--- config.mk ---
export PLATFORM = sky130hd
export DESIGN_NAME = rand_arbiter_flat
export DESIGN_NICKNAME = d
export VERILOG_FILES = /design/src/rtl/rand_arbiter_pkg.sv /design/src/rtl/rand_arbiter_if.sv /design/src/rtl/rand_arbiter_rr_picker.sv /design/src/rtl/rand_arbiter.sv /design/src/flat_wrapper.sv
export SDC_FILE = /design/constraint.sdc
export NUM_CORES = 1
export LEC_CHECK = 0
export BUFFER_PORTS_ARGS = -buffer_cell sky130_fd_sc_hd__buf_2
export CAP_MARGIN = 25
export CORE_MARGIN = 2
export CORE_UTILIZATION = 45
export DETAILED_ROUTE_END_ITERATION = 7
export PLACE_DENSITY_LB_ADDON = 0.15
export SETUP_SLACK_MARGIN = 0.4
export SLEW_MARGIN = 10
export SYNTH_ARGS = -nofsm -noshare
export SYNTH_HDL_FRONTEND = slang
export SYNTH_HIERARCHICAL = 1
export SYNTH_SLANG_ARGS = --single-unit
--- constraint.sdc ---
create_clock -name clk -period 2.9 [get_ports clk]
set_input_delay 0.145 -clock clk [delete_from_list [all_inputs] [get_ports clk]]
set_output_delay 0.145 -clock clk [all_outputs]
set_load 0.05 [all_outputs]
--- src/rtl/rand_arbiter_pkg.sv ---
// rand_arbiter_pkg: shared types and defaults for the random-number arbiter.
//   state_t     - arbiter FSM states
//   *_DEF       - default NREQ / WIDTH / MAX_TRY values
//   LFSR_SEED   - reset value of the shared 8-bit LFSR
package rand_arbiter_pkg;

    localparam int unsigned NREQ_DEF    = 4;
    localparam int unsigned WIDTH_DEF   = 8;
    localparam int unsigned MAX_TRY_DEF = 15;
    localparam logic [7:0]  LFSR_SEED   = 8'hFF;

    typedef enum logic [1:0] {
        IDLE,
        DRAW,
        CHECK,
        DONE
    } state_t;

endpackage

--- src/rtl/rand_arbiter_if.sv ---
// rand_arbiter_if: request/LFSR/result bundle between consumers and the arbiter.
//   en, req, limit      - requester controls (per-requester limit slices)
//   lfsr_value          - current LFSR state into the arbiter
//   lfsr_hold           - LFSR freeze control from the arbiter
//   grant, rand_out,
//   rand_valid, rand_fail - transaction owner and result handshake
// Modports: master = requester/LFSR side, slave = arbiter side.
interface rand_arbiter_if
    import rand_arbiter_pkg::*;
#(
    parameter int unsigned NREQ  = NREQ_DEF,
    parameter int unsigned WIDTH = WIDTH_DEF
);
    logic                    en;
    logic [NREQ-1:0]         req;
    logic [NREQ*WIDTH-1:0]   limit;
    logic [WIDTH-1:0]        lfsr_value;
    logic                    lfsr_hold;
    logic [NREQ-1:0]         grant;
    logic [WIDTH-1:0]        rand_out;
    logic                    rand_valid;
    logic                    rand_fail;

    modport master (
        output en, req, limit, lfsr_value,
        input  lfsr_hold, grant, rand_out, rand_valid, rand_fail
    );

    modport slave (
        input  en, req, limit, lfsr_value,
        output lfsr_hold, grant, rand_out, rand_valid, rand_fail
    );
endinterface

--- src/rtl/rand_arbiter_rr_picker.sv ---
// rr_picker: combinational round-robin priority encoder.
//   req    - request vector
//   ptr    - index where the search starts
//   winner - first requesting index at or after ptr (cyclic)
//   any    - at least one request present
module rr_picker
    import rand_arbiter_pkg::*;
#(
    parameter  int unsigned NREQ = NREQ_DEF,
    localparam int unsigned IW   = $clog2(NREQ)
) (
    input  logic [NREQ-1:0] req,
    input  logic [IW-1:0]   ptr,
    output logic [IW-1:0]   winner,
    output logic            any
);

    always_comb begin
        logic [IW-1:0] idx;
        winner = '0;
        any    = 1'b0;
        idx    = '0;
        for (int unsigned k = 0; k < NREQ; k++) begin
            idx = IW'((32'(ptr) + k) % NREQ);
            if (!any && req[idx]) begin
                any    = 1'b1;
                winner = idx;
            end
        end
    end

endmodule

--- src/rtl/rand_arbiter.sv ---
// rand_arbiter: round-robin owner of the shared LFSR. Each grant shifts the
// LFSR WIDTH times, then applies rejection sampling against the winner's
// latched exclusive bound (0 = unbounded), retrying up to MAX_TRY draws.
//   clk, rst - clock, asynchronous active-low reset
//   bus      - rand_arbiter_if.slave (requests, LFSR link, result handshake)
// Optional: RAND_ARBITER_STATS_EN adds saturating counters
//   stat_draws   - completed DRAW phases
//   stat_rejects - CHECK rejections
module rand_arbiter
    import rand_arbiter_pkg::*;
#(
    parameter int unsigned NREQ    = NREQ_DEF,
    parameter int unsigned WIDTH   = WIDTH_DEF,
    parameter int unsigned MAX_TRY = MAX_TRY_DEF
) (
    input  logic          clk,
    input  logic          rst,
    rand_arbiter_if.slave bus
`ifdef RAND_ARBITER_STATS_EN
    ,
    output logic [15:0]   stat_draws,
    output logic [15:0]   stat_rejects
`endif
);

    localparam int unsigned IW = $clog2(NREQ);
    localparam int unsigned SW = $clog2(WIDTH + 1);

    state_t           state, state_nxt;
    logic [IW-1:0]    ptr, winner, pick;
    logic             any;
    logic [WIDTH-1:0] lim_q, lim_sel, rand_out_q;
    logic [SW-1:0]    shift_cnt;
    logic [7:0]       try_cnt;
    logic             fail_q;
    logic             start, accept, last_shift, last_try;

    rr_picker #(.NREQ(NREQ)) u_picker (
        .req    (bus.req),
        .ptr    (ptr),
        .winner (pick),
        .any    (any)
    );

    assign start      = bus.en && any;
    assign lim_sel    = bus.limit[pick*WIDTH +: WIDTH];
    assign accept     = (lim_q == '0) || (bus.lfsr_value < lim_q);
    assign last_shift = (shift_cnt == SW'(WIDTH - 1));
    assign last_try   = ((9'(try_cnt) + 9'd1) == 9'(MAX_TRY));
    assign bus.rand_out = rand_out_q;

    always_ff @(posedge clk or negedge rst) begin
        if (!rst) state <= IDLE;
        else      state <= state_nxt;
    end

    always_comb begin
        state_nxt = state;
        unique case (state)
            IDLE:    if (start) state_nxt = DRAW;
            DRAW:    if (last_shift) state_nxt = CHECK;
            CHECK:   state_nxt = (accept || last_try) ? DONE : DRAW;
            DONE:    state_nxt = IDLE;
            default: state_nxt = IDLE;
        endcase
    end

    // grant is derived from state so it drops the moment reset hits.
    always_comb begin
        bus.lfsr_hold  = 1'b1;
        bus.grant      = '0;
        bus.rand_valid = 1'b0;
        bus.rand_fail  = 1'b0;
        unique case (state)
            IDLE: ;
            DRAW: begin
                bus.lfsr_hold     = 1'b0;
                bus.grant[winner] = 1'b1;
            end
            CHECK: bus.grant[winner] = 1'b1;
            DONE: begin
                bus.grant[winner] = 1'b1;
                bus.rand_valid    = 1'b1;
                bus.rand_fail     = fail_q;
            end
            default: ;
        endcase
    end

    always_ff @(posedge clk or negedge rst) begin
        if (!rst) begin
            ptr        <= '0;
            winner     <= '0;
            lim_q      <= '0;
            shift_cnt  <= '0;
            try_cnt    <= '0;
            fail_q     <= 1'b0;
            rand_out_q <= '0;
        end else begin
            unique case (state)
                IDLE: if (start) begin
                    winner    <= pick;
                    lim_q     <= lim_sel;
                    shift_cnt <= '0;
                    try_cnt   <= '0;
                    fail_q    <= 1'b0;
                end
                DRAW: shift_cnt <= last_shift ? '0 : shift_cnt + 1'b1;
                CHECK: begin
                    if (accept) begin
                        rand_out_q <= bus.lfsr_value;
                    end else if (last_try) begin
                        rand_out_q <= '0;
                        fail_q     <= 1'b1;
                    end else begin
                        try_cnt <= try_cnt + 8'd1;
                    end
                end
                DONE: ptr <= (winner == IW'(NREQ - 1)) ? '0 : winner + 1'b1;
                default: ;
            endcase
        end
    end

`ifdef RAND_ARBITER_STATS_EN
    always_ff @(posedge clk or negedge rst) begin
        if (!rst) begin
            stat_draws   <= '0;
            stat_rejects <= '0;
        end else begin
            if (state == DRAW && last_shift && stat_draws != '1)
                stat_draws <= stat_draws + 16'd1;
            if (state == CHECK && !accept && stat_rejects != '1)
                stat_rejects <= stat_rejects + 16'd1;
        end
    end
`endif

endmodule

--- src/flat_wrapper.sv ---
// flat-port wrapper written by rule: the top's interface ports become plain ports
module rand_arbiter_flat import rand_arbiter_pkg::*;
#(
    parameter int unsigned NREQ    = NREQ_DEF,
    parameter int unsigned WIDTH   = WIDTH_DEF,
    parameter int unsigned MAX_TRY = MAX_TRY_DEF
)
  (clk, rst, bus_en, bus_req, bus_limit, bus_lfsr_value, bus_lfsr_hold, bus_grant, bus_rand_out, bus_rand_valid, bus_rand_fail);
  rand_arbiter_if #(.NREQ(NREQ), .WIDTH(WIDTH)) bus_i ();
  input  logic clk;
  input  logic rst;
  input wire logic [$bits(bus_i.en)-1:0] bus_en;
  input wire logic [$bits(bus_i.req)-1:0] bus_req;
  input wire logic [$bits(bus_i.limit)-1:0] bus_limit;
  input wire logic [$bits(bus_i.lfsr_value)-1:0] bus_lfsr_value;
  output wire logic [$bits(bus_i.lfsr_hold)-1:0] bus_lfsr_hold;
  output wire logic [$bits(bus_i.grant)-1:0] bus_grant;
  output wire logic [$bits(bus_i.rand_out)-1:0] bus_rand_out;
  output wire logic [$bits(bus_i.rand_valid)-1:0] bus_rand_valid;
  output wire logic [$bits(bus_i.rand_fail)-1:0] bus_rand_fail;
  assign bus_i.en = bus_en;
  assign bus_i.req = bus_req;
  assign bus_i.limit = bus_limit;
  assign bus_i.lfsr_value = bus_lfsr_value;
  assign bus_lfsr_hold = bus_i.lfsr_hold;
  assign bus_grant = bus_i.grant;
  assign bus_rand_out = bus_i.rand_out;
  assign bus_rand_valid = bus_i.rand_valid;
  assign bus_rand_fail = bus_i.rand_fail;
  rand_arbiter #(.NREQ(NREQ), .WIDTH(WIDTH), .MAX_TRY(MAX_TRY)) u_core (.clk(clk), .rst(rst), .bus(bus_i));
endmodule
Word-level counts from Yosys, hierarchy flattened
Cells that the tools add are included.
{"block": "totals", "ff_bits": 35, "inputBits": 47, "elab_cells": 96, "out_inout_bits": 15}
{"block": "classes", "order_cmp": 7, "n_shift": 1, "eq_ne": 11, "n_mux": 40, "addsub": 7, "reduce_logical": 22}
{"op": "$mux 8", "n": 5}
{"op": "$shiftx 32x6->8", "n": 1}
{"op": "$mux 2", "n": 8}
{"op": "$pmux 8 s2", "n": 1}
{"op": "$lt 2x3->1 const B", "n": 5}
{"op": "$mux 1", "n": 15}
{"op": "$mux 4", "n": 3}
{"op": "$add 8x1->9 const B", "n": 1}
{"op": "$eq 9x4->1 const B", "n": 1}
{"op": "$add 8x1->8 const B", "n": 1}
{"op": "$bmux 1 s2", "n": 4}
{"op": "$logic_not 8->1", "n": 1}
{"op": "$lt 8x8->1", "n": 1}
{"op": "$pmux 2 s4", "n": 1}
{"op": "$pmux 4 s2", "n": 1}
{"op": "$reduce_and 2->1", "n": 4}
{"op": "$reduce_and 4->1", "n": 2}
{"op": "$eq 2x2->1 const B", "n": 3}
{"op": "$ne 2x1->1 const B", "n": 3}
{"op": "$reduce_bool 2->1", "n": 3}
{"op": "$logic_and 1x1->1", "n": 5}
{"op": "$add 2x1->2 const B", "n": 2}
{"op": "$add 2x2->2 const B", "n": 2}
{"op": "$add 4x1->4 const B", "n": 1}
{"op": "10 further kinds", "n": 14}

Longest topological paths before layout
Gate-level depths: netlist of run 1.
{"block": "logic_depth", "depth_word": 15, "mapped_depth": 9, "depth_no_buf": 8}

Modules after synthesis
The synthesis of run 1 kept the hierarchy.
{"mod": "rand_arbiter", "seq_area_each_um2": 875.8, "instances": 1, "cells_per_inst": 214, "area_per_inst_um2": 2215.9}
{"mod": "rr_picker", "seq_area_each_um2": 0.0, "instances": 1, "cells_per_inst": 15, "area_per_inst_um2": 77.6}

Worst setup path after synthesis of run 1
OpenSTA, ideal clock, no wires.
{"block": "synth_path", "kind": "reg2reg", "start": "register u_core.ptr[0]", "end": "register u_core.lim_q[0]", "slack_ns": 0.675, "setup_ns": 0.125, "arrival_time_ns": 2.100, "t_required_ns": 2.775, "path_stages_with_launch": 7, "period_less_slack_ns": 2.225, "n_path_buf": 1, "path_cell_list": "dfrtp_1 -> inv_2 -> a221o_1 -> a21oi_1 -> clkbuf_1 -> mux4_2 -> mux2_2"}
{"block": "synth_via", "word_cells_on_any_way": 28, "classes_between": "add/sub (3); shift (1); mux (16); reduce/logical (8)"}
{"element": "start, declared", "line_no": "rand_arbiter.sv:30", "text": "logic [IW-1:0] ptr, winner, pick;"}
{"element": "start signal, assigned", "line_no": "rand_arbiter.sv:119", "text": "DONE: ptr <= (winner == IW'(NREQ - 1)) ? '0 : winner + 1'b1;"}
{"element": "branches (longest 11 deep; another with $add 2x1->2)"}
{"element": "$mux 2 (*)", "line_no": "rand_arbiter_rr_picker.sv:25", "text": "if (!any && req[idx]) begin"}
{"element": "net u_core.pick[0]", "line_no": "rand_arbiter.sv:30"}
{"element": "$shiftx 32x6->8 (*)", "line_no": "rand_arbiter.sv:46", "text": "assign lim_sel = bus.limit[pick*WIDTH +: WIDTH];"}
{"element": "end signal, assigned", "line_no": "rand_arbiter.sv:103", "text": "lim_q <= lim_sel;"}
{"element": "end, declared", "line_no": "rand_arbiter.sv:32", "text": "logic [WIDTH-1:0] lim_q, lim_sel, rand_out_q;"}
Mark *: on every way through the listed nets, which the timed path passes. The select of a mux whose other input is x is not followed.
A chain may end at the register's enable or synchronous reset.

Worst setup path after layout of run 1
{"block": "layout_path", "start": "register u_core.lim_q[2]", "end": "register u_core.try_cnt[4]"}
{"block": "layout_via", "elab_chain_cells": 4, "word_cells_on_any_way": 5, "classes_between": "order compare (1); eq/ne (1); reduce/logical (3)"}
{"element": "$lt 8x8->1 / $logic_not 8->1 (equally long branches)", "line_no": "rand_arbiter.sv:47", "text": "assign accept = (lim_q == '0) || (bus.lfsr_value < lim_q);"}
{"element": "$logic_or 1x1->1 (*)", "line_no": "rand_arbiter.sv:47"}
{"element": "$ne 2x2->1 (no line) (*)"}
{"element": "$reduce_and 4->1 (no line) (*)"}
{"element": "end signal, assigned", "line_no": "rand_arbiter.sv:116", "text": "try_cnt <= try_cnt + 8'd1;"}
{"element": "end, declared", "line_no": "rand_arbiter.sv:34", "text": "logic [7:0] try_cnt;"}
Mark *: on every way between the ends. The rest lies on a longest branch, timed or not.

==> impl_metrics.env, run 1 <==
export IMPL_utilization_pct=56.8
export IMPL_num_io_pins=62
export IMPL_clock_sinks=35
export IMPL_setup_ws_ns=0.667
export IMPL_clkSlewWorstSetupHoldPaths_ns=0.07
export IMPL_fin_setup_tns_ns=0
export IMPL_synth_flop_cell="dfrtp_1"
export IMPL_wl_per_cell_um=13.4
export IMPL_io_buffer_count=61
export IMPL_crit_arrival_ns=2.40
export IMPL_track_usage_pct=18.7
export IMPL_dpl_cell_area_um2=2650
export IMPL_rows=25
export IMPL_multiInputGateArea_um2=1280
export IMPL_drive_gt1_share_pct=35.2
export IMPL_dieArea_um2=5680
export IMPL_fin_crit_ns=2.23
export IMPL_nets=353
export IMPL_reg2reg_depth=8
export IMPL_final_period_utilization_pct=77.0
export IMPL_drcViolationCount=0
export IMPL_syn2layout_area_growth_pct=19.4
export IMPL_core_area_um2=4820
export IMPL_setup_viol=0
export IMPL_synth_cells=229
export IMPL_hold_class="in2reg"
export IMPL_first_iter_violations=92
export IMPL_synth_area_um2=2290
export IMPL_synth_avg_cell_area_um2=10.0
export IMPL_initial_utilization_pct=47.6
export IMPL_drv_cap=0
export IMPL_worstPathRequired_ns=3.07
export IMPL_use_met2_pct=26.5
export IMPL_yosysSeqAreaShare_pct=38.2
export IMPL_seq_area_um2=876
export IMPL_synth_seq_cells=35
export IMPL_synth_edff_count=0
export IMPL_top_usage_layer="met1"
export IMPL_placedCellCount=351
export IMPL_cts_tree="done"
export IMPL_grt_ovfl_total=0
export IMPL_grt_antenna_before_repair=0
export IMPL_clock_skew_final_ns=0.00517
export IMPL_critPathCaptureType="register"
export IMPL_postRouteAntennaNets=0
export IMPL_slew_headroom_pct=48.5
export IMPL_final_hold_violation_count=0
export IMPL_grt_start_max_net_pins=36
export IMPL_finalInstanceArea_um2=2740
export IMPL_grtUsageMet1_pct=27.6
export IMPL_clockBufferDepth=2
export IMPL_async_flop_share_pct=100
export IMPL_path_class="reg2reg"
export IMPL_leakage_nw=1.29
export IMPL_pre_cts_ws_ns=0.673
export IMPL_hold_path_depth=2
export IMPL_layout_cells_non_filler=360
export IMPL_dr_pass1_iters=5
export IMPL_ctsHoldBuffers=1
export IMPL_post_cts_buffers=0
export IMPL_die_w_um=75.4
export IMPL_ys_warn_count=6
export IMPL_grt_pass1_wl_mm=7.97
export IMPL_insertion_delay_ns=0.28
export IMPL_antenna_cells=0
export IMPL_use_met3_pct=4.63
export IMPL_die_h_um=75.4
export IMPL_synth_nets=290
export IMPL_ir_worst_vdd_uv=719
export IMPL_via_per_inst=5.33
export IMPL_outcome="completed"
export IMPL_vias=1920
export IMPL_critPathMaxFanout=15
export IMPL_synth_cell_types=50
export IMPL_first_global_vias=1741
export IMPL_fillers=450
export IMPL_worst_slew_pin_slew_ns=0.772
export IMPL_wirelength_mm=4.81
export IMPL_rsz0062_at_grt="false"
export IMPL_startpoint_type="register"
export IMPL_cts_buffers=5
export IMPL_clock_fmax_mhz=448
export IMPL_gp_congestion=0.885
export IMPL_htree_levels=2
export IMPL_final_max_slew_viol_count=0
export IMPL_cts_resized=0
export IMPL_powerDensity_nw_per_um2=871
export IMPL_dpl_hpwl_mm=3.69
export IMPL_cts_root_buffer="clkbuf_8"
==> cell usage in the layout, fill, tap and decap left out, types with 4 or more instances in the layout <==
cell and n:
buf_2 61, buf_4 4, a22o_1 8, ha_1 14, clkbuf_8 5, dfrtp_1 35, o21ai_0 17, nand2_1 28
inv_1 17, nor2_1 11, a21oi_1 7, mux4_2 8, nor2b_1 7, nand3_1 14
==> area by class of cell <==
type	count	area share, %
clock buffers	7	2.79
inverters	18	2.47
flip-flops and latches	35	32.0
repair buffers	66	12.6
well taps	67	3.06
multi-input cells	166	46.9
clock inverters	1	0.183
==> Yosys cell counts (2+ instances only) <==
library cell / n / share of area (%)
or4_1: 2 / 0.65
nand3_1: 14 / 3.1
nand2_2: 2 / 0.55
nand3b_1: 2 / 0.65
nor4_1: 2 / 0.55
a21oi_2: 2 / 0.76
nand2b_1: 3 / 0.82
inv_1: 17 / 2.8
o21ai_0: 17 / 3.7
a21oi_1: 7 / 1.5
nor2b_1: 7 / 1.9
mux4_2: 8 / 7.9
buf_6: 3 / 1.5
o21ai_2: 3 / 1.1
o41ai_1: 2 / 0.76
clkbuf_1: 4 / 0.65
nand2_1: 28 / 4.6
ha_1: 14 / 7.6
mux2_2: 2 / 0.98
a31oi_1: 2 / 0.55
nor2_1: 11 / 1.8
o211ai_1: 3 / 0.98
a22o_1: 8 / 3.1
or4_4: 2 / 0.98
buf_2: 2 / 0.44
dfrtp_1: 35 / 38
or3_1: 3 / 0.82
a21oi_4: 2 / 1.4
==> logic make-up (layout without fill, tap and decap cells) <==
group           Yosys count  after routing  share of synthesized area, %
compound gates           57             57                          19.7
xor+xnor                  2              2                         0.764
fa+ha+maj                14             14                          7.64
buf+inv                  28             92                          5.84
flops                    35             35                          38.2
mux                      10             10                          8.84
simple gates             83             83                          19.0
==> through the flow <==
step | power, mW | hold slack [ns]
finish | 2.39 | 0.103
global route | 2.58 | 0.109
CTS | 2.42 | 0.0945
detailed placement | 2.07 | 0.283
global placement | 2.05 | 0.279
floorplan | 1.78 | -0.151
==> state kept, by name, indices dropped and copies added, names as in the netlist <==
register and cells:
u_core/lim_q 8, u_core/winner 2, u_core/shift_cnt 4, u_core/try_cnt 8
u_core/ptr 2, u_core/fail_q 1, u_core/bus.rand_out 8, u_core/state 2
==> worst max-delay path, cell delays in order (launching register included) <==
cell and delay [ns]:
dfrtp_1 0.38, inv_1 0.08, ha_1 0.22, or3_2 0.45, a21oi_2 0.17, o31ai_4 0.13, a31oi_4 0.43, or4_1 0.19
nand3_1 0.07
==> metal layers <==
layer	vias up	share of wire, %	routed length, um
met4	0	1.4	65
met1	901	50	2410
met2	66	43	2090
li1	948	-	-
met5	-	0	0
met3	5	5.1	244
==> final timing paths <==
check / slack [ns] / endpoint / from
min in group asynchronous: 0.47 / u_core/try_cnt[3] / rst
max in group asynchronous: 1.94 / u_core/bus.rand_out[6] / rst
worst max-delay path: 0.67 / u_core/try_cnt[4] / u_core/lim_q[2]
worst min-delay path: 0.10 / u_core/bus.rand_out[3] / bus_lfsr_value[3]
worst max register to register: 0.67 / u_core/try_cnt[4] / u_core/lim_q[2]
worst min register to register: 0.47 / u_core/shift_cnt[3] / u_core/shift_cnt[3]
==> where the power goes <==
part | switching (mW) | leakage (nW) | internal [mW]
logic | 0.785 | 0.800 | 0.454
clock network | 0.166 | 0.0422 | 0.168
registers | 0.148 | 0.444 | 0.664
No activity file was read; power rests on OpenSTA's default activity.
==> run 2: changes to the inputs <==
--- a/config.mk
+++ b/config.mk
@@ -5,6 +5,7 @@
 export SDC_FILE = /design/constraint.sdc
 export NUM_CORES = 1
 export LEC_CHECK = 0
+export ABC_AREA = 1
 export BUFFER_PORTS_ARGS = -buffer_cell sky130_fd_sc_hd__buf_2
 export CAP_MARGIN = 25
 export CORE_MARGIN = 2
==> constraint.sdc (replaced) <==
create_clock -name clk -period 2.2 [get_ports clk]
set_input_delay 0.11 -clock clk [delete_from_list [all_inputs] [get_ports clk]]
set_output_delay 0.11 -clock clk [all_outputs]
set_load 0.05 [all_outputs]
==> impl_metrics.env, run 2 <==
export IMPL_insertion_delay_ns=0.29
export IMPL_drive_gt1_share_pct=44.3
export IMPL_ir_worst_vdd_uv=1140
export IMPL_initial_utilization_pct=46.8
export IMPL_wl_per_cell_um=13.2
export IMPL_yosysSeqAreaShare_pct=33.8
export IMPL_cts_root_buffer="clkbuf_8"
export IMPL_dr_pass1_iters=4
export IMPL_rows=27
export IMPL_worst_slew_pin_slew_ns=0.787
export IMPL_cts_tree="done"
export IMPL_wirelength_mm=6.95
export IMPL_drv_cap=0
export IMPL_grt_start_max_net_pins=36
export IMPL_clockBufferDepth=2
export IMPL_cp_top_family="simple AND/OR/NAND/NOR gates"
export IMPL_powerDensity_nw_per_um2=1530
export IMPL_mostFrequentLayoutCells="83 x nand2_1, 62 x buf_2, 31 x dfrtp_1"
export IMPL_postRouteAntennaNets=0
export IMPL_grt_antenna_before_repair=0
export IMPL_cts_buffers=5
export IMPL_synth_area_um2=2590
export IMPL_synth_cells=365
export IMPL_antenna_cells=0
export IMPL_nets=516
export IMPL_outcome="completed"
export IMPL_grt_ovfl_total=0
export IMPL_drcViolationCount=0
export IMPL_placedCellCount=497
export IMPL_synth_top_area_cell="dfrtp_1"
export IMPL_cp_num_buf_inv=3
export IMPL_rsz0062_at_grt="true"
export IMPL_grt_pass1_wl_mm=10.7
export IMPL_clock_sinks=35
export IMPL_die_w_um=79.9
export IMPL_yosysMostFrequentCell="nand2_1"
export IMPL_leakage_nw=1.84
export IMPL_final_hold_violation_count=0
export IMPL_setup_ws_ns=0.233
export IMPL_utilization_pct=66.1
export IMPL_gp_congestion=0.808
export IMPL_first_global_vias=2541
export IMPL_first_iter_violations=108
export IMPL_critPathMaxFanout=8
export IMPL_num_io_pins=62
export IMPL_synth_area_leaders="dfrtp_1 34%, nand2_1 15%, ha_1 6.8%"
export IMPL_fin_setup_tns_ns=0
export IMPL_fin_crit_ns=1.97
export IMPL_slew_headroom_pct=47.5
export IMPL_final_max_slew_viol_count=0
export IMPL_slowest_delay_ns=0.45
export IMPL_htree_levels=2
export IMPL_async_flop_share_pct=100
export IMPL_die_h_um=79.9
export IMPL_vias=2739
export IMPL_via_per_inst=5.19
export IMPL_worstPathRequired_ns=2.37
export IMPL_syn2layout_area_growth_pct=41.4
export IMPL_ys_warn_count=6
export IMPL_cp_slowest_cell="dfrtp_2"
export IMPL_clock_skew_final_ns=0.00766
export IMPL_path_class="reg2reg"
export IMPL_cp_common_cell="nand2_2"
export IMPL_pre_cts_ws_ns=0.0882
export IMPL_synth_avg_cell_area_um2=7.10
export IMPL_clock_fmax_mhz=508
export IMPL_layout_commonest_cell="nand2_1"
export IMPL_synth_edff_count=0
export IMPL_clkSlewWorstSetupHoldPaths_ns=0.07
export IMPL_p_total_mw=5.62
export IMPL_synth_seq_cells=35
export IMPL_layout_cells_non_filler=528
export IMPL_fillers=482
export IMPL_crit_chain="buf_8 > nand2_4 > nand2_4 > nand2_2 > nand2_2 > nor2_4 > nand3_2 > nand2_2 > nand2_2 > clkinv_4 > inv_8 > o21ai_0 > o22ai_1 > nand2_1 > o21ai_1"
export IMPL_final_period_utilization_pct=89.4
export IMPL_track_usage_pct=20.8
export IMPL_crit_arrival_ns=2.14
export IMPL_io_buffer_count=61
export IMPL_dpl_hpwl_mm=4.57
export IMPL_netlist_area_leader_share_pct=33.8
export IMPL_startpoint_type="register"
export IMPL_synth_flop_cell="dfrtp_1"
export IMPL_dieArea_um2=6380
export IMPL_synth_nets=426
export IMPL_hold_class="in2reg"
export IMPL_setup_viol=0
export IMPL_core_area_um2=5540
export IMPL_netlist_top_cells_count="101 x nand2_1, 40 x inv_1, 35 x dfrtp_1"
export IMPL_critPathCaptureType="register"
export IMPL_synth_cell_types=34
## run 2: cell families (layout without fill, tap and decap cells)
kind of cell | Yosys count | count (layout) | share of synthesized area (%)
and+or+nand+nor | 211 | 212 | 39.9
buffers and inverters | 56 | 146 | 8.69
AOI/OAI and AO/OA | 47 | 47 | 10.0
DFF | 35 | 35 | 33.8
adders and majority gates | 14 | 14 | 6.76
xor gates and xnor gates | 1 | 1 | 0.338
muxes | 1 | 1 | 0.435
## run 2: worst min-delay path, cell delays in order
cell and delay (ns):
buf_2 0.09, nand3_1 0.07, nand2_1 0.07
## run 2: worst paths after layout
path	from	end	slack, ns	depth (start not counted)
max in group asynchronous	rst	u_core/try_cnt[1]	1.20	2
min reg2reg	u_core/bus.rand_out[4]	u_core/bus.rand_out[4]	0.50	2
max	u_core/ptr[0]	u_core/lim_q[2]	0.23	15
max reg2reg	u_core/ptr[0]	u_core/lim_q[2]	0.23	15
min	bus_lfsr_value[6]	u_core/bus.rand_out[6]	0.09	3
min in group asynchronous	rst	u_core/shift_cnt[1]	0.44	2
## run 2: where the power goes
group | internal, mW | total (mW) | switching, mW | leakage (nW)
combinational | 1.59 | 4.04 | 2.45 | 1.36
clock | 0.222 | 0.452 | 0.229 | 0.0422
sequential | 0.898 | 1.12 | 0.224 | 0.442
## run 2: metrics by stage
stage | hold slack [ns] | cell area (um2)
floorplan | -0.186 | 2650
global placement | 0.244 | 3040
detailed placement | 0.238 | 3040
CTS | 0.0741 | 3260
global route | 0.0999 | 3660
finish | 0.0851 | 3660
## run 2: what timing repair did
action,in CTS,in global routing
pin swaps,14,47
hold endpoints to repair,35,0
buffers inserted,5,12
resized for setup,30,78
setup endpoints to repair,24,32
gates cloned,2,3
hold buffers,1,0
## run 2: per-layer routing
metal	track usage, %	wire length (um)	vias up	part of all wire (%)
met2	37.3	3560	59	51
met5	0	0	-	0
met1	25.5	3050	1294	44
met4	5.42	79	0	1.1
li1	-	-	1377	-
met3	3.73	268	9	3.9
## run 2: cell type report
| type | instances | area [um2] | share of cell area [%] |
|---|---|---|---|
| well taps | 72 | 90.1 | 2.46 |
| repair inverters | 1 | 6.26 | 0.171 |
| clock buffers | 7 | 76.3 | 2.08 |
| clock inverters | 1 | 5.00 | 0.137 |
| multi-input cells | 275 | 1790 | 48.9 |
| flip-flops and latches | 35 | 881 | 24.0 |
| repair buffers | 92 | 613 | 16.7 |
| inverters | 45 | 199 | 5.43 |
==> run 3: changes to the inputs <==
--- a/config.mk
+++ b/config.mk
@@ -8,11 +8,11 @@
 export ABC_AREA = 1
 export BUFFER_PORTS_ARGS = -buffer_cell sky130_fd_sc_hd__buf_2
 export CAP_MARGIN = 25
-export CORE_MARGIN = 2
+export CORE_MARGIN = 3
 export CORE_UTILIZATION = 45
 export DETAILED_ROUTE_END_ITERATION = 7
 export PLACE_DENSITY_LB_ADDON = 0.15
-export SETUP_SLACK_MARGIN = 0.4
+export SETUP_SLACK_MARGIN = 0.5
 export SLEW_MARGIN = 10
 export SYNTH_ARGS = -nofsm -noshare
 export SYNTH_HDL_FRONTEND = slang
==> impl_metrics.env, run 3 (synthesis gave the netlist of run 2 again) <==
export IMPL_clock_skew_final_ns=0.0150
export IMPL_min_to="u_core/bus.rand_out[0]"
export IMPL_fin_setup_tns_ns=0
export IMPL_postRouteAntennaNets=0
export IMPL_drive_gt1_share_pct=42.3
export IMPL_worst_slew_pin_slew_ns=0.776
export IMPL_layout_commonest_cell="nand2_1"
export IMPL_vias=2704
export IMPL_num_io_pins=62
export IMPL_slew_headroom_pct=48.3
export IMPL_rows=27
export IMPL_routedLengthMet1_mm=3.09
export IMPL_clock_fmax_mhz=503
export IMPL_startpoint="u_core/ptr[0]"
export IMPL_min_from="bus_lfsr_value[0]"
export IMPL_rr_endpoint="u_core/lim_q[0]"
export IMPL_finalInstanceArea_um2=3610
export IMPL_r2r_setup_slack_ns=0.21
export IMPL_io_buffer_count=61
export IMPL_combinationalPowerShare_pct=70.5
export IMPL_via_per_inst=5.09
export IMPL_grt_antenna_before_repair=0
export IMPL_slowest_delay_ns=0.47
export IMPL_path_class="reg2reg"
export IMPL_core_area_um2=5540
export IMPL_layout_cells_non_filler=531
export IMPL_p_seq_share_pct=20.6
export IMPL_die_h_um=81.9
export IMPL_cp_common_cell="nand2_2"
export IMPL_final_max_slew_viol_count=0
export IMPL_startpoint_type="register"
export IMPL_antenna_cells=0
export IMPL_nets=519
export IMPL_initial_utilization_pct=46.8
export IMPL_grt_ovfl_total=0
export IMPL_utilization_pct=65.1
export IMPL_track_usage_pct=20.7
export IMPL_reg2reg_from="u_core/ptr[0]"
export IMPL_setup_viol=0
export IMPL_first_global_vias=2469
export IMPL_powerDensity_nw_per_um2=1520
export IMPL_grt_start_max_net_pins=36
export IMPL_ir_worst_vdd_uv=988
export IMPL_outcome="completed"
export IMPL_crit_arrival_ns=2.16
export IMPL_gp_congestion=0.878
export IMPL_clkSlewWorstSetupHoldPaths_ns=0.08
export IMPL_dpl_hpwl_mm=4.76
export IMPL_clockBufferDepth=2
export IMPL_wirelength_mm=6.76
export IMPL_critPathMaxFanout=8
export IMPL_reg2reg_depth=13
export IMPL_mostFrequentLayoutCells="86 x nand2_1, 62 x buf_2, 32 x dfrtp_1"
export IMPL_switching_share_pct=51.0
export IMPL_p_int_mw=2.68
export IMPL_hold_path_depth=3
export IMPL_final_hold_violation_count=0
export IMPL_drv_cap=0
export IMPL_rsz0062_at_grt="true"
export IMPL_grt_pass1_wl_mm=10.8
export IMPL_final_period_utilization_pct=90.3
export IMPL_cts_root_buffer="clkbuf_8"
export IMPL_syn2layout_area_growth_pct=39.2
export IMPL_wl_met3_um=322
export IMPL_wl_per_cell_um=12.7
export IMPL_placedCellCount=501
export IMPL_crit_chain="clkinv_4 > nand2_1 > nand2_2 > nand2_1 > nand2_2 > nor2_2 > nor2_2 > nand2_2 > nand2_2 > clkinv_4 > o21ai_0 > o22ai_1 > mux2_2"
export IMPL_die_w_um=81.9
export IMPL_cts_tree="done"
export IMPL_switching_power_mw=2.79
export IMPL_dpl_cell_area_um2=3060
export IMPL_cts_buffers=5
export IMPL_htree_levels=2
export IMPL_critPathCaptureType="register"
export IMPL_wl_met2_mm=3.18
export IMPL_drcViolationCount=0
export IMPL_leakage_nw=1.83
export IMPL_fin_crit_ns=1.99
export IMPL_insertion_delay_ns=0.30
export IMPL_worstPathRequired_ns=2.38
export IMPL_pre_cts_ws_ns=0.133
export IMPL_dieArea_um2=6710
export IMPL_hold_class="in2reg"
export IMPL_clockPowerShare_pct=8.9
export IMPL_setup_ws_ns=0.214
export IMPL_dr_pass1_iters=4
export IMPL_first_iter_violations=161
export IMPL_cp_slowest_cell="dfrtp_2"
export IMPL_clock_sinks=35
export IMPL_maxUsedRoutingLayer="met4"
-- run 3: cell count changes in the layout (fill, tap and decap cells not counted), sizes merged --
cell and delta:
buf +4, clkbuf -1, inv -1, nand2 +1
-- run 3: final cells by class --
type	instances	area, um2
clock buffers	7	86.3
fillers	509	1930
clock inverters	1	5.00
well taps	72	90.1
flip-flops and latches	35	880
multi-input cells	276	1740
inverters	45	194
repair buffers	95	613
-- run 3: power by group through the flow --
stage / sequential [mW] / clock, mW / combinational, mW
global placement: 1.10 / 0 / 2.90
CTS: 1.11 / 0.499 / 3.53
finish: 1.12 / 0.487 / 3.85
detailed placement: 1.10 / 0 / 2.97
global route: 1.16 / 0.526 / 4.25
floorplan: 1.29 / 0 / 2.21
-- run 3: metrics by stage --
step | total power, mW | hold slack [ns]
after floorplan | 3.50 | -0.186
after detailed placement | 4.07 | 0.238
final | 5.46 | 0.0852
after global placement | 4.01 | 0.247
after global routing | 5.93 | 0.0871
after CTS | 5.14 | 0.0789
-- run 3: how the worst max path moves through the flow --
stage / to / slack [ns]
2_1_floorplan: u_core/lim_q[4] / 0.36
3_3_place_gp: u_core/lim_q[4] / 0.18
3_5_place_dp: u_core/lim_q[4] / 0.13
4_1_cts: u_core/lim_q[5] / 0.25
5_1_grt: u_core/lim_q[0] / 0.09
6_report: u_core/lim_q[0] / 0.21
-- run 3: worst max-delay path: cells and delay by family, from the launching register on --
kind | cells | cell delay [ns]
and+or+nand+nor | 8 | 0.63
DFF | 1 | 0.47
muxes | 1 | 0.26
buffers and inverters | 2 | 0.22
AOI/OAI and AO/OA | 2 | 0.29
-- run 3: per-layer routing --
| metal | up-vias | track usage [%] |
|---|---|---|
| li1 | 1379 | - |
| met1 | 1239 | 27.6 |
| met2 | 69 | 33.7 |
| met3 | 17 | 3.29 |
| met4 | 0 | 7.48 |
| met5 | - | 0 |
-- run 3: repair_timing --
action	4_1_cts	5_1_grt
cloned	2	2
setup buffers	11	6
resized for setup	56	39
hold buffers	1	0
endpoints found under the setup margin	32	34
pin swaps	31	21
hold endpoints to repair	35	0
